--- config.mk ---
export PLATFORM = sky130hd
export DESIGN_NAME = element_sum_tree
export DESIGN_NICKNAME = d
export VERILOG_FILES = /design/src/rtl/element_sum_tree.sv
export SDC_FILE = /design/constraint.sdc
export NUM_CORES = 2
export LEC_CHECK = 0
export BUFFER_PORTS_ARGS = -buffer_cell sky130_fd_sc_hd__buf_2
export CORE_AREA = 4 4 455 457
export CTS_CLUSTER_DIAMETER = 50
export DETAILED_ROUTE_END_ITERATION = 6
export DIE_AREA = 0 0 459 461
export PLACE_DENSITY = 0.7
export RECOVER_POWER = 25
export SYNTH_ARGS = -nofsm -noshare
export SYNTH_HDL_FRONTEND = slang
export SYNTH_SLANG_ARGS = --single-unit
--- constraint.sdc ---
create_clock -name clk -period 6.85 [get_ports clk]
set_input_delay 1.0275 -clock clk [delete_from_list [all_inputs] [get_ports clk]]
set_output_delay 1.0275 -clock clk [all_outputs]
set_load 0.01 [all_outputs]
--- src/rtl/element_sum_tree.sv ---
// Combines NELEM element sample streams through a masked, registered binary adder tree.
// The output stage applies saturate/wrap arithmetic and keeps valid/busy aligned to the tree latency.
module element_sum_tree #(
    parameter int NELEM  = 8,
    parameter int NSLICE = 4,
    parameter int DW     = 16
) (
    input  logic                       clk,
    input  logic                       reset,
    input  logic [NELEM-1:0]           valid_in,
    input  logic [NELEM*NSLICE*DW-1:0] multix_in,
    input  logic [NELEM*NSLICE*DW-1:0] multiy_in,
    input  logic [NELEM-1:0]           enmask,
    input  logic                       satmode,
    input  logic                       ovf_clr,
    output logic                       valid,
    output logic [NSLICE*DW-1:0]       multix,
    output logic [NSLICE*DW-1:0]       multiy,
    output logic                       ovf_sticky,
    output logic [NELEM-1:0]           postprobusy
);
    localparam int L  = (NELEM > 1) ? $clog2(NELEM) : 0;
    localparam int NP = 1 << L;
    localparam int IW = DW + L;
    localparam logic signed [IW-1:0] MAXV = {{(L+1){1'b0}}, {(DW-1){1'b1}}};
    localparam logic signed [IW-1:0] MINV = {{(L+1){1'b1}}, {(DW-1){1'b0}}};

    function automatic logic isOvf(input logic signed [IW-1:0] v);
        return (v > MAXV) || (v < MINV);
    endfunction

    function automatic logic [DW-1:0] fitSample(input logic signed [IW-1:0] v, input logic sat);
        logic [DW-1:0] res;
        if (sat && (v > MAXV))
            res = MAXV[DW-1:0];
        else if (sat && (v < MINV))
            res = MINV[DW-1:0];
        else
            res = v[DW-1:0];
        return res;
    endfunction

    // Masked, sign-extended inputs, zero-padded up to a power-of-two leaf count
    logic signed [IW-1:0] w_inX [NP][NSLICE];
    logic signed [IW-1:0] w_inY [NP][NSLICE];

    genvar ge, gs, gl;
    generate
        for (ge = 0; ge < NP; ge++) begin : g_pad
            for (gs = 0; gs < NSLICE; gs++) begin : g_sl
                if (ge < NELEM) begin : g_real
                    assign w_inX[ge][gs] = enmask[ge] ? IW'($signed(multix_in[(ge*NSLICE+gs)*DW +: DW])) : '0;
                    assign w_inY[ge][gs] = enmask[ge] ? IW'($signed(multiy_in[(ge*NSLICE+gs)*DW +: DW])) : '0;
                end else begin : g_zero
                    assign w_inX[ge][gs] = '0;
                    assign w_inY[ge][gs] = '0;
                end
            end
        end
    endgenerate

    logic [L:0] r_validPipe;
    logic [L:0] r_satPipe;

    always_ff @(posedge clk) begin
        if (reset) begin
            r_validPipe <= '0;
            r_satPipe   <= '0;
        end else begin
            r_validPipe[0] <= |(valid_in & enmask);
            r_satPipe[0]   <= satmode;
            for (int k = 1; k <= L; k++) begin
                r_validPipe[k] <= r_validPipe[k-1];
                r_satPipe[k]   <= r_satPipe[k-1];
            end
        end
    end

    // Level 0 is the input register; each later level halves the node count
    generate
        for (gl = 0; gl <= L; gl++) begin : g_lvl
            localparam int N = NP >> gl;
            logic signed [IW-1:0] r_x [N][NSLICE];
            logic signed [IW-1:0] r_y [N][NSLICE];
            if (gl == 0) begin : g_in
                always_ff @(posedge clk) begin
                    for (int i = 0; i < N; i++) begin
                        for (int s = 0; s < NSLICE; s++) begin
                            if (reset) begin
                                r_x[i][s] <= '0;
                                r_y[i][s] <= '0;
                            end else begin
                                r_x[i][s] <= w_inX[i][s];
                                r_y[i][s] <= w_inY[i][s];
                            end
                        end
                    end
                end
            end else begin : g_add
                always_ff @(posedge clk) begin
                    for (int i = 0; i < N; i++) begin
                        for (int s = 0; s < NSLICE; s++) begin
                            if (reset) begin
                                r_x[i][s] <= '0;
                                r_y[i][s] <= '0;
                            end else begin
                                r_x[i][s] <= g_lvl[gl-1].r_x[2*i][s] + g_lvl[gl-1].r_x[2*i+1][s];
                                r_y[i][s] <= g_lvl[gl-1].r_y[2*i][s] + g_lvl[gl-1].r_y[2*i+1][s];
                            end
                        end
                    end
                end
            end
        end
    endgenerate

    logic [NSLICE*DW-1:0] w_outX;
    logic [NSLICE*DW-1:0] w_outY;
    logic                 w_anyOvf;

    always_comb begin
        w_outX   = '0;
        w_outY   = '0;
        w_anyOvf = 1'b0;
        for (int s = 0; s < NSLICE; s++) begin
            w_outX[s*DW +: DW] = fitSample(g_lvl[L].r_x[0][s], r_satPipe[L]);
            w_outY[s*DW +: DW] = fitSample(g_lvl[L].r_y[0][s], r_satPipe[L]);
            w_anyOvf = w_anyOvf | isOvf(g_lvl[L].r_x[0][s]) | isOvf(g_lvl[L].r_y[0][s]);
        end
    end

    logic                 r_valid;
    logic [NSLICE*DW-1:0] r_multix;
    logic [NSLICE*DW-1:0] r_multiy;
    logic                 r_ovfSticky;

    // A fresh overflow takes priority over a coincident clear
    always_ff @(posedge clk) begin
        if (reset) begin
            r_valid     <= 1'b0;
            r_multix    <= '0;
            r_multiy    <= '0;
            r_ovfSticky <= 1'b0;
        end else begin
            r_valid  <= r_validPipe[L];
            r_multix <= w_outX;
            r_multiy <= w_outY;
            if (r_validPipe[L] && w_anyOvf)
                r_ovfSticky <= 1'b1;
            else if (ovf_clr)
                r_ovfSticky <= 1'b0;
        end
    end

    assign valid       = r_valid;
    assign multix      = r_multix;
    assign multiy      = r_multiy;
    assign ovf_sticky  = r_ovfSticky;
    assign postprobusy = enmask & {NELEM{r_valid | (|r_validPipe)}};

endmodule

# Yosys cells after proc, flatten, opt, wreduce, memory -nomap -nowiden
# Memory sizes are Yosys's and may differ from the RTL's.
# Cells that the tools add are included.
word_totals:
  ram_bits: 2280
  in_bits: 1044
  out_inout_bits: 138
  elab_cells: 473
  n_memories: 8
  register_bits: 138
op_classes:
  n_reduce_logical: 44
  n_bitwise: 122
  n_addsub: 56
  muxes: 213
  magnitude_cmp: 16
memory_table:
  columns: ["name", "depth", "word_bits", "read_ports", "rd_ports_with_merged_regs", "write_ports", "line_no", "rtl"]
  rows:
  - ["g_lvl[0].r_x", 8, 76, 8, 0, 8, "83", "logic signed [IW-1:0] r_x [N][NSLICE];"]
  - ["g_lvl[0].r_y", 8, 76, 8, 0, 8, "84", "logic signed [IW-1:0] r_y [N][NSLICE];"]
  - ["g_lvl[1].r_x", 4, 76, 4, 0, 4, "83", null]
  - ["g_lvl[1].r_y", 4, 76, 4, 0, 4, "84", null]
  - ["g_lvl[2].r_x", 2, 76, 2, 0, 2, "83", null]
  - ["g_lvl[2].r_y", 2, 76, 2, 0, 2, "84", null]
  - ["2 more memories", null, null, null, null, null, null, null]
op_table:
  columns: ["cell", "count"]
  rows:
  - ["$mux W19", 176]
  - ["$add A19 B19 Y19", 56]
  - ["$mux W76", 8]
  - ["$reduce_or A76 Y1", 8]
  - ["$gt A19 B16 Y1 const B", 8]
  - ["$lt A19 B16 Y1 const B", 8]
  - ["$mux W16", 8]
  - ["$mux W15", 8]
  - ["$or A1 B1 Y1", 120]
  - ["$logic_and A1 B1 Y1", 17]
  - ["$and A8 B8 Y8", 2]
  - ["$mux W2", 8]
  - ["$reduce_or A2 Y1", 8]
  - ["$logic_or A1 B1 Y1", 8]
  - ["$reduce_or A8 Y1", 1]
  - ["$mux W1", 5]
  - ["$reduce_or A4 Y1", 1]
  - ["$reduce_bool A2 Y1", 1]

# Logic depth before layout (Yosys ltp)
# An unclocked memory read counts as a cell.
depth:
  depth_word: 12
  ltp_mapped: 11
  ltp_nobuf: 11

# Least setup slack after synthesis
# OpenSTA, ideal clock, no wires.
synth_path:
  kind: "register -> register"
  startpoint: "memory g_lvl[0].r_y[0][0] in the netlist's numbering"
  endpoint: "memory g_lvl[1].r_y[0][14] in the netlist's numbering"
  arrival_time_ns: 2.434
  n_path_buf: 0
  period_less_slack_ns: 2.504
  stages_incl_launch_ff: 12
  path_slack_ns: 4.346
  required_time_ns: 6.780
  setup_ns: 0.070
  path_cell_list: "dfxtp_1 ha_1 inv_1 fa_1 nor2b_1 o21ai_1 a21boi_0 nor3_1 o31ai_1 a21oi_1 or3_1 a21oi_1"
synth_lines:
  columns: ["item", "line_no"]
  rows:
  - ["start: declaration", "84"]
  - ["end: declaration", "84"]

==> reports/metrics.cfg <==
[detailed_routing]
wl_mm=301
routed.top_layer=met5
via_per_inst=5.32
detail_route.wl_per_cell_um=20.8
first_pass_iters=6
wl_met3_mm=15.0
wl_met2_mm=147
ant_nets=0
drc=0
drt_iter0_markers=4758
wl_met1_mm=121
vias=76953

[timing]
hold_viol_final=0
slew_headroom_pct=-155
fin_crit_ns=4.55
finalCritPeriodShare_pct=66.4
fmax_mhz=220
worst_pin_slew_ns=3.81
rsz0062_at_grt=no
setup_viol=0
fin_ws_ns=2.30
slew_violations=709
final.setup_skew_ns=0.0997
fin_setup_tns_ns=0

[synth]
synth_area_per_cell_um2=9.50
synth.top_cell.area_share_pct=45.4
synth_edf_count=0
ys_seq_elements=2226
synth-seq-area-share_pct=45.4
synth.distinct_cells=67
yosysTopAreaCell=dfxtp_1
ys.flop_type=dfxtp_1
synthCells=10317
synth_area_um2=98100
synthArstFlopShare_pct=0
syn_nets=12361
synth_warnings=0
synth_area_leaders=dfxtp_1 45%, ha_1 12%, and2_1 6.8%, nor2_1 4.1%, a21oi_1 4.1%

[placed_design]
pre_cts_slack_ns=3.08
numPortBuffers=1181
placedCellCount=13927
dp_hpwl_mm=234
dpl_cell_area_um2=107000
globalplace.congestion=0.930

[grt]
grt_pass1_wl_mm=446
grt_pass1_vias=77403
grt-ovfl-total=0
grt_max_degree=220
antenna_found_initial=48
grtUsageTotal_pct=27.4

[setup_path]
crit_fanout=91
crit_buf_inv=3
reg2reg_depth=4
crit_path_top_delay_cell=clkbuf_1
r2r_slack_ns=3.00
required_ns=7.58
crit_family=buffers and inverters
reg2reg_to=multiy[48]
path_cells=buf_8 -> clkbuf_1 -> buf_4 -> nor3_1
critPathKind=input pin to register
crit_path_end_kind=register
max_stage_delay_ns=2.45
cp.arrival_ns=5.28
crit_path_start_kind=input pin
reg2reg_from=r_satPipe[3]

[power_and_ir_drop]
peakVddDrop_mv=0.262
p_per_area_nw_per_um2=282
p_total_mw=32.8
p_leak_nw=53.7

[finish]
mostFrequentLayoutCells=2225 x dfxtp_1, 1180 x buf_2, 1070 x nor2_1, 944 x ha_1, 816 x and2_1
drive_above_1_share_pct=14.4
final_common_cell=dfxtp_1
nets=13572
instances_no_fill=14458
final_area_um2=116000
area_growth_pct=18.7

[die]
num_rows=166
die_h_um=461
die_x_um=459
io_pins=1182
dieArea_um2=212000
start_util_pct=48.2
coreArea_um2=204000

[clock_tree]
htree_levels=5
cts_tree=done
cts-buffers-inserted=287
cts.repair.resized=0
cts_root_buf=clkbuf_16
hold_buffers=0
clock_tree.buffer_depth=4
clk_pin_slew_ns=0.06
clk_latency_ns=0.93
cts_setup_buffers=0
clock_sinks=2226

[hold_path]
hold_path.class=input pin to register
hp-start=multiy_in[390]
holdPathEnd=g_lvl[0].r_y[1][215]
hold_depth=2

[status]
status=finished, violations left
violations=capacitance limit, slew limit

[run]
cap_violations=14

-- worst reg2reg max path: stages, from the launching register on --
cell      delay (ns)
dfxtp_2         0.31
clkbuf_1        1.61
nand3_1         1.12
nand2_1         0.28
a21oi_1         0.33
-- cell families (layout without fill, tap and decap cells) --
group	after synthesis	count (layout)	share of synthesized area (%)
AND/OR/NAND/NOR	3460	3460	18.0
AO/OA/AOI/OAI	2303	2303	14.6
flip-flops	2226	2226	45.4
adder cells (fa/ha/maj)	1000	1000	13.2
XOR/XNOR	694	694	6.20
buffers and inverters	625	2044	2.39
multiplexers	9	9	0.0919
other	0	34	0
-- sequential cells by signal (all words and copies together), names as in the netlist --
| name | count |
|---|---|
| ovf_sticky | 1 |
| g_lvl.r_y | 1044 |
| r_satPipe | 4 |
| multix | 64 |
| valid | 1 |
| r_validPipe | 4 |
| multiy | 64 |
| g_lvl.r_x | 1044 |
-- layout make-up --
cell class,count,area (µm²)
Antenna cell,34,85.1
Tap cell,2688,3360
Inverter,338,1270
Timing Repair Buffer,1209,6140
Clock buffer,368,7960
Multi-Input combinational cell,7466,51200
Clock inverter,129,1860
Fill cell,17878,87100
Sequential cell,2226,44600
-- metal layers --
layer / up-vias / global-route usage, %
met5: - / 0
met4: 14 / 14.9
met3: 673 / 3.87
met2: 2253 / 48.4
met1: 36175 / 31.9
li1: 37838 / -
-- cells in the mapped netlist (23+ instances only) --
cell type,number
dfxtp_1,2226
nor2_1,1070
and2_1,1065
ha_1,944
a21oi_1,794
o21ai_0,444
xnor2_1,378
nand2_1,377
inv_1,337
xor2_1,316
a21o_1,303
clkbuf_1,283
nor3_1,232
nor2b_1,220
nand2b_1,168
o21a_1,117
a211oi_1,107
nand3_1,107
o21bai_1,95
and3_1,92
a31oi_1,87
fa_1,56
nand4_1,46
a21boi_0,41
o2111ai_1,39
o211ai_1,36
o31ai_1,27
nor3b_1,25
a221oi_1,23
-- how the worst max path moves through the flow --
stage / startpoint / to / slack (ns) / depth (start not counted)
6_report: reset / g_lvl[1].r_x[1][59] / 2.30 / 4
5_1_grt: reset / g_lvl[1].r_x[1][59] / 1.82 / 4
4_1_cts: r_validPipe[3] / postprobusy[0] / 3.30 / 4
3_5_place_dp: reset / g_lvl[2].r_y[0][36] / 3.08 / 6
3_3_place_gp: reset / g_lvl[2].r_y[0][36] / 3.04 / 6
2_1_floorplan: g_lvl[0].r_y[0][0] / g_lvl[1].r_y[0][14] / 4.35 / 11
-- power by group --
group | switching, mW | internal [mW] | total [mW]
Clock | 5.80 | 9.67 | 15.5
Combinational | 1.88 | 1.35 | 3.22
Sequential | 0.429 | 13.7 | 14.1
-- through the flow --
stage	util (%)	hold slack [ns]
floorplan	-	0.414
global placement	52.4	0.428
detailed placement	52.4	0.428
CTS	57.2	0.231
global route	57.2	0.258
finish	57.2	0.298
(Power assumes the default switching activity.)
